==> src/rtl/key_scan_pkg.sv <==
// Shared definitions for the key matrix scanner.
// Contents: matrix geometry, event word width, scan FSM state type and a helper
// that forms a key code from a column/row pair.
package key_scan_pkg;

  localparam int unsigned NUM_COLS   = 4;
  localparam int unsigned NUM_ROWS   = 4;
  localparam int unsigned NUM_KEYS   = NUM_COLS * NUM_ROWS;
  localparam int unsigned KEY_CODE_W = 4;
  // Event word: {key_code, press}
  localparam int unsigned EVT_W      = KEY_CODE_W + 1;

  typedef enum logic {
    StIdle,
    StEmit
  } scan_state_e;

  // Key code is col*4+row, i.e. {col, row}.
  function automatic logic [KEY_CODE_W-1:0] key_index(input logic [1:0] col,
                                                      input logic [1:0] row);
    return {col, row};
  endfunction

endpackage

==> src/rtl/key_event_fifo.sv <==
// Small event buffer between the scanner and the consumer.
// Ports:
//   clk_i    clock
//   rst_i    asynchronous active-high reset
//   push_i   write data_i (ignored when full unless pop_i is also high)
//   data_i   event word in
//   pop_i    remove head entry (ignored when empty)
//   full_o   Depth entries held
//   empty_o  no entries held
//   data_o   head entry, stable until popped
// Push and pop in the same cycle while full is legal: the head leaves and the new
// word takes the freed slot.
module key_event_fifo #(
  parameter int unsigned Depth = 1,
  parameter int unsigned Width = 5
) (
  input  logic             clk_i,
  input  logic             rst_i,
  input  logic             push_i,
  input  logic [Width-1:0] data_i,
  input  logic             pop_i,
  output logic             full_o,
  output logic             empty_o,
  output logic [Width-1:0] data_o
);

  localparam int unsigned PtrW = (Depth > 1) ? $clog2(Depth) : 1;
  localparam int unsigned CntW = $clog2(Depth + 1);
  localparam logic [PtrW-1:0] PtrLast = PtrW'(Depth - 1);
  localparam logic [PtrW-1:0] PtrOne  = PtrW'(1);
  localparam logic [CntW-1:0] CntFull = CntW'(Depth);
  localparam logic [CntW-1:0] CntOne  = CntW'(1);

  logic [Width-1:0] mem_q [Depth];
  logic [Width-1:0] mem_d [Depth];
  logic [PtrW-1:0]  wr_ptr_q, wr_ptr_d;
  logic [PtrW-1:0]  rd_ptr_q, rd_ptr_d;
  logic [CntW-1:0]  count_q, count_d;
  logic             do_push, do_pop;

  assign full_o  = (count_q == CntFull);
  assign empty_o = (count_q == '0);
  assign data_o  = mem_q[rd_ptr_q];
  assign do_push = push_i & (~full_o | pop_i);
  assign do_pop  = pop_i & ~empty_o;

  always_comb begin
    mem_d    = mem_q;
    wr_ptr_d = wr_ptr_q;
    rd_ptr_d = rd_ptr_q;
    count_d  = count_q;
    if (do_push) begin
      mem_d[wr_ptr_q] = data_i;
      wr_ptr_d = (wr_ptr_q == PtrLast) ? '0 : wr_ptr_q + PtrOne;
    end
    if (do_pop) begin
      rd_ptr_d = (rd_ptr_q == PtrLast) ? '0 : rd_ptr_q + PtrOne;
    end
    if (do_push && !do_pop) begin
      count_d = count_q + CntOne;
    end else if (!do_push && do_pop) begin
      count_d = count_q - CntOne;
    end
  end

  always_ff @(posedge clk_i or posedge rst_i) begin
    if (rst_i) begin
      for (int i = 0; i < int'(Depth); i++) begin
        mem_q[i] <= '0;
      end
      wr_ptr_q <= '0;
      rd_ptr_q <= '0;
      count_q  <= '0;
    end else begin
      mem_q    <= mem_d;
      wr_ptr_q <= wr_ptr_d;
      rd_ptr_q <= rd_ptr_d;
      count_q  <= count_d;
    end
  end

endmodule

==> src/rtl/key_matrix_scan.sv <==
// 4x4 push-button matrix scanner with per-key debounce and press/release events.
// One column is driven low per dwell period; the active-low rows are synchronized,
// sampled on the last dwell cycle and walked one row per cycle to update the
// debounced key map and emit events over a valid/ready interface.
// Ports:
//   clk12MHz   system clock
//   reset      asynchronous active-high reset
//   krow       matrix rows, active-low, asynchronous
//   kcol       column drive, one-hot active-low, registered
//   keys       debounced key state, 1 = pressed, index col*4+row
//   evt_valid  event available
//   evt_ready  consumer accepts when evt_valid & evt_ready
//   evt_code   key code {col, row}
//   evt_press  1 = press, 0 = release
//   overflow   sticky, an event was dropped
//   ovf_clr    clears overflow (a same-cycle drop wins)
// Configuration: define KEY_SCAN_EVENT_FIFO_EN for a 4-entry event queue;
// otherwise a single holding register is used.
module key_matrix_scan
  import key_scan_pkg::*;
#(
  parameter int unsigned SCAN_BITS = 16,
  parameter int unsigned DEB_COUNT = 3
) (
  input  logic                  clk12MHz,
  input  logic                  reset,
  input  logic [NUM_ROWS-1:0]   krow,
  output logic [NUM_COLS-1:0]   kcol,
  output logic [NUM_KEYS-1:0]   keys,
  output logic                  evt_valid,
  input  logic                  evt_ready,
  output logic [KEY_CODE_W-1:0] evt_code,
  output logic                  evt_press,
  output logic                  overflow,
  input  logic                  ovf_clr
);

`ifdef KEY_SCAN_EVENT_FIFO_EN
  localparam int unsigned EvtDepth = 4;
`else
  localparam int unsigned EvtDepth = 1;
`endif

  localparam logic [SCAN_BITS-1:0] TimerOne = SCAN_BITS'(1);
  localparam logic [1:0]           DebLast  = 2'(DEB_COUNT - 1);

  logic [SCAN_BITS-1:0] timer_q, timer_d;
  logic [NUM_COLS-1:0]  kcol_q, kcol_d;
  logic [NUM_ROWS-1:0]  sync1_q, sync2_q;
  logic [NUM_ROWS-1:0]  sample_q, sample_d;
  logic [1:0]           scol_q, scol_d;
  logic [1:0]           row_q, row_d;
  scan_state_e          state_q, state_d;
  logic [NUM_KEYS-1:0]  keys_q, keys_d;
  logic [1:0]           cnt_q [NUM_KEYS];
  logic [1:0]           cnt_d [NUM_KEYS];
  logic                 ovf_q, ovf_d;

  logic [1:0]            scan_col;
  logic                  dwell_end;
  logic [KEY_CODE_W-1:0] cur_key;
  logic                  cur_bit;
  logic                  push_evt;
  logic [EVT_W-1:0]      push_data;
  logic                  fifo_push, fifo_pop, fifo_full, fifo_empty, drop;
  logic [EVT_W-1:0]      fifo_dout;

  assign scan_col  = timer_q[SCAN_BITS-1 -: 2];
  assign dwell_end = &timer_q[SCAN_BITS-3:0];

  assign fifo_pop  = evt_valid & evt_ready;
  // A push into a full buffer survives only if the head leaves in the same cycle.
  assign drop      = push_evt & fifo_full & ~fifo_pop;
  assign fifo_push = push_evt & ~drop;

  always_comb begin
    timer_d   = timer_q + TimerOne;
    kcol_d    = ~(4'b0001 << scan_col);
    sample_d  = sample_q;
    scol_d    = scol_q;
    row_d     = row_q;
    state_d   = state_q;
    keys_d    = keys_q;
    cnt_d     = cnt_q;
    cur_key   = key_index(scol_q, row_q);
    cur_bit   = sample_q[row_q];
    push_evt  = 1'b0;
    push_data = '0;

    unique case (state_q)
      StIdle: begin
        if (dwell_end) begin
          sample_d = ~sync2_q;
          scol_d   = scan_col;
          row_d    = 2'd0;
          state_d  = StEmit;
        end
      end
      StEmit: begin
        if (cur_bit == keys_q[cur_key]) begin
          cnt_d[cur_key] = 2'd0;
        end else if (cnt_q[cur_key] == DebLast) begin
          keys_d[cur_key] = cur_bit;
          cnt_d[cur_key]  = 2'd0;
          push_evt        = 1'b1;
          push_data       = {cur_key, cur_bit};
        end else begin
          cnt_d[cur_key] = cnt_q[cur_key] + 2'd1;
        end
        row_d = row_q + 2'd1;
        if (row_q == 2'd3) begin
          state_d = StIdle;
        end
      end
      default: state_d = StIdle;
    endcase

    if (drop) begin
      ovf_d = 1'b1;
    end else if (ovf_clr) begin
      ovf_d = 1'b0;
    end else begin
      ovf_d = ovf_q;
    end
  end

  always_ff @(posedge clk12MHz or posedge reset) begin
    if (reset) begin
      timer_q  <= '0;
      kcol_q   <= 4'b1110;
      sync1_q  <= '1;
      sync2_q  <= '1;
      sample_q <= '0;
      scol_q   <= '0;
      row_q    <= '0;
      state_q  <= StIdle;
      keys_q   <= '0;
      for (int i = 0; i < int'(NUM_KEYS); i++) begin
        cnt_q[i] <= '0;
      end
      ovf_q    <= 1'b0;
    end else begin
      timer_q  <= timer_d;
      kcol_q   <= kcol_d;
      sync1_q  <= krow;
      sync2_q  <= sync1_q;
      sample_q <= sample_d;
      scol_q   <= scol_d;
      row_q    <= row_d;
      state_q  <= state_d;
      keys_q   <= keys_d;
      cnt_q    <= cnt_d;
      ovf_q    <= ovf_d;
    end
  end

  key_event_fifo #(
    .Depth (EvtDepth),
    .Width (EVT_W)
  ) u_evt_fifo (
    .clk_i   (clk12MHz),
    .rst_i   (reset),
    .push_i  (fifo_push),
    .data_i  (push_data),
    .pop_i   (fifo_pop),
    .full_o  (fifo_full),
    .empty_o (fifo_empty),
    .data_o  (fifo_dout)
  );

  assign kcol      = kcol_q;
  assign keys      = keys_q;
  assign evt_valid = ~fifo_empty;
  assign evt_code  = fifo_dout[EVT_W-1:1];
  assign evt_press = fifo_dout[0];
  assign overflow  = ovf_q;

endmodule

==> config.mk <==
export PLATFORM = sky130hd
export DESIGN_NAME = key_matrix_scan
export DESIGN_NICKNAME = d
export VERILOG_FILES = /design/src/rtl/key_scan_pkg.sv /design/src/rtl/key_event_fifo.sv /design/src/rtl/key_matrix_scan.sv
export SDC_FILE = /design/constraint.sdc
export NUM_CORES = 1
export LEC_CHECK = 0
export ABC_AREA = 1
export CAP_MARGIN = 40
export CELL_PAD_IN_SITES_DETAIL_PLACEMENT = 0
export CELL_PAD_IN_SITES_GLOBAL_PLACEMENT = 2
export CORE_MARGIN = 2
export CORE_UTILIZATION = 25
export CTS_CLUSTER_SIZE = 16
export DETAILED_ROUTE_END_ITERATION = 8
export HOLD_SLACK_MARGIN = 0.12
export PLACE_DENSITY_LB_ADDON = 0.1
export RECOVER_POWER = 50
export SLEW_MARGIN = 15
export SYNTH_ARGS = -nofsm -noshare
export SYNTH_HDL_FRONTEND = slang
export SYNTH_SLANG_ARGS = --single-unit
==> constraint.sdc <==
create_clock -name clk12MHz -period 6.3 [get_ports clk12MHz]
set_input_delay 1.575 -clock clk12MHz [delete_from_list [all_inputs] [get_ports clk12MHz]]
set_output_delay 1.575 -clock clk12MHz [all_outputs]
set_load 0.02 [all_outputs]
==> run_results.csv <==
group,metric,value,unit
finish,final_util,0.293,
sta,slew_violations,51,
clocking,cts_tree,"yes",
finish,diodes,0,
power_and_ir_drop,internal_power,0.877,mW
finish,area_delta_synth_final,14.9,%
global_route,antenna_found_initial,0,
floorplan,std_cell_rows,54,
logic_synthesis,synth_fa_ha_area_frac,0.0135,
floorplan,die_y,153,um
worst_setup_path,arrival,4580,ps
global_route,grt_pass1_vias,4917,
global_route,grt_max_degree,51,
worst_hold_path,holdCritPathClass,"flip-flop to flip-flop",
power_and_ir_drop,p_comb_frac,0.014,
finish,fin_nets,854,
sta,worst_hold_slack,355,ps
floorplan,io_pins,35,
logic_synthesis,synth.distinct_cells,36,
job,drv_cap,1,
logic_synthesis,avgSynthCellArea,6.76,um^2
finish,layout-drive-gt1-share,0.0544,
route,ant_nets,0,
power_and_ir_drop,peakVddDrop,0.000139,V
worst_setup_path,slowest_stage,"clkinvlp_2",
sta,max_freq,0.234,GHz
logic_synthesis,synth_top_area_share,0.364,
power_and_ir_drop,clkPwrFrac,0.475,
global_route,track_usage,0.149,
logic_synthesis,yosysSeqAreaShare,0.416,
worst_setup_path,reg2reg_depth,15,
power_and_ir_drop,p_leak,3.25,nW
route,wire_per_inst,14.7,um
power_and_ir_drop,power.density,182,nW/um^2
logic_synthesis,synth_simple_gate_area_frac,0.384,
sta,final-hold-violation-count,0,
route,wl,16.5,mm
route,drc_errors,0,
placed_design,pre_cts_slack,2760,ps
worst_setup_path,crit_type,"primary input to async pin",
logic_synthesis,ys_ff_latch,92,
logic_synthesis,synthTopCellsByArea,"dfrtp_1, nand2_1, nand3_1, inv_1, dfstp_2",
sta,tightest_slew,2420,ps
finish,final-instance-count-excl-fill,1125,
finish,final_cell_mix,"nand2_1, nand3_1, inv_1",
logic_synthesis,synth_top_family_by_area,"simple AND/OR/NAND/NOR gates",
logic_synthesis,yosys_warnings,0,
outcome,outcome,"finished with violations",
placed_design,dpl.cell_count,1109,
global_route,grt_pass1_wl,27.5,mm
worst_setup_path,regToRegSetupSlack,2790,ps
clocking,clockRootBuffer,"clkbuf_16",
route,viasPerCell,4.41,
worst_setup_path,path_cells,"dlygate4sd3_1, clkinvlp_2, clkbuf_2",
sta,setup_viol,0,
clocking,clock_path_buffers,2,
sta,rsz0062_at_grt,"no",
placed_design,dp_hpwl,11.8,mm
route,first_pass_iters,5,
clocking,cts_setup_buffers,0,
clocking,cts_made_buffers,9,
sta,fin_crit_sh,0.677,
clocking,htree_levels,3,
sta,clock_skew,9.56,ps
floorplan,fp.dieArea,23500,um^2
worst_setup_path,crit_path_max_incr_delay,1380,ps
logic_synthesis,netlist_area,5560,um^2
logic_synthesis,yosys.area.top_type,"dfrtp_1",
floorplan,die_w,153,um
worst_hold_path,holdPathStages,0,
worst_setup_path,crit_path_start_kind,"primary input",
clocking,path_clk_slew,80,ps
outcome,violations,"max-capacitance violations, max-slew violations",
clocking,cts_resized,0,
clocking,clock-sinks,92,
power_and_ir_drop,p_switching,0.287,mW
power_and_ir_drop,swShare,0.247,
finish,layout_commonest_cell,"nand2_1",
worst_setup_path,end_kind,"async pin",
floorplan,initial_core_util,0.255,
logic_synthesis,synth_compound_area_frac,0.0569,
placed_design,portBuffers,34,
floorplan,core,21800,um^2
sta,slew_headroom,-0.621,
sta,period_needed,4270,ps
sta,layout_setup_ws,2030,ps
clocking,hold_buffers,0,
sta,tns,0,ps
clocking,clk_latency,350,ps
power_and_ir_drop,p_seq_frac,0.511,
route,vias,4965,
worst_setup_path,cp_data_required_time,6610,ps
finish,fillers,2423,
logic_synthesis,syn_inst,823,
placed_design,place_congestion,0.757,
logic_synthesis,synthMuxAreaShare,0,
logic_synthesis,synth_xor_area_frac,0.0205,
logic_synthesis,syn_nets,837,
worst_setup_path,crit_fanout,50,
route,drt_iter0_drc,307,
global_route,grt-ovfl-total,0,
==> sequential cells by signal (all words and copies together) (netlist names) <==
name and count:
sync1_q 4, keys 16, kcol 4, overflow 1, sync2_q 4, sample_q 4, u_evt_fifo.full_o 1, u_evt_fifo.mem_q 5
scol_q 2, cnt_q 32, state_q 1, timer_q 16, row_q 2
==> area by class of cell <==
class / count / area [um^2] / area share
clock buffer: 9 / 225 / 0.0352
clock inverter: 7 / 68.8 / 0.0108
inverter: 99 / 375 / 0.0587
multi-input combinational: 597 / 2640 / 0.413
sequential: 92 / 2320 / 0.362
tap: 280 / 350 / 0.0548
timing repair buffer: 41 / 418 / 0.0654
==> routing by layer <==
| metal | part of all wire | track usage |
|---|---|---|
| met4 | 0.010 | 0.0401 |
| met1 | 0.50 | 0.210 |
| met2 | 0.46 | 0.241 |
| met3 | 0.029 | 0.0193 |
| met5 | 0 | 0 |
==> power groups by stage <==
stage / registers [mW] / logic, mW / clock network [mW]
after detailed placement: 0.607 / 0.0194 / 0
after global routing: 0.596 / 0.0196 / 0.600
after global placement: 0.607 / 0.0188 / 0
after CTS: 0.595 / 0.0195 / 0.576
final: 0.595 / 0.0162 / 0.552
after floorplan: 0.607 / 0.00871 / 0
==> cell families after synthesis <==
| kind of cell | Yosys count |
|---|---|
| adder cells (fa/ha/maj) | 6 |
| buffers and inverters | 134 |
| AND/OR/NAND/NOR | 517 |
| AO/OA/AOI/OAI | 61 |
| XOR/XNOR | 13 |
| flip-flops | 92 |
==> cell usage after synthesis <==
cell type,count
nand4_1,1
o21ai_0,37
buf_4,4
nor2_1,42
buf_6,8
dfrtp_1,81
inv_2,4
nor2_4,1
nor2_8,1
o31ai_1,1
or2_1,1
inv_4,1
nor3_1,1
dfstp_2,11
nand2_4,1
and3b_1,1
nand2_1,361
buf_1,1
or2_2,1
clkbuf_1,16
nor4_1,1
nor3b_1,1
nand2_2,2
nand3_1,98
nand3b_1,4
o22ai_1,3
o21a_1,1
o21ai_1,15
a21oi_1,3
inv_1,94
xor2_1,10
ha_1,6
xnor2_1,3
o211ai_1,1
buf_2,4
buf_8,2
==> worst paths after layout <==
| check | start | endpoint |
|---|---|---|
| max | reset | cnt_q[7]$_DFFE_PP0P_ |
| min | sync1_q[2]$_DFF_PP1_ | sync2_q[2]$_DFF_PP1_ |
| max reg2reg | row_q[0]$_DFFE_PP0P_ | u_evt_fifo.mem_q[2]$_DFFE_PP0P_ |
| min reg2reg | sync1_q[2]$_DFF_PP1_ | sync2_q[2]$_DFF_PP1_ |
| max in group clk12MHz | row_q[0]$_DFFE_PP0P_ | u_evt_fifo.mem_q[2]$_DFFE_PP0P_ |
| min in group asynchronous | reset | cnt_q[10]$_DFFE_PP0P_ |
==> stage by stage <==
stage | power [mW] | area (um^2)
final | 1.16 | 6390
after global routing | 1.22 | 6390
after CTS | 1.19 | 6400
after detailed placement | 0.626 | 6100
after global placement | 0.626 | 6060
after floorplan | 0.615 | 5560
==> critical path, delay by kind of cell <==
| family | cells | cell delay, ps |
|---|---|---|
| buffers and inverters | 3 | 2950 |
Note: power is estimated with default switching activity, not from simulation.
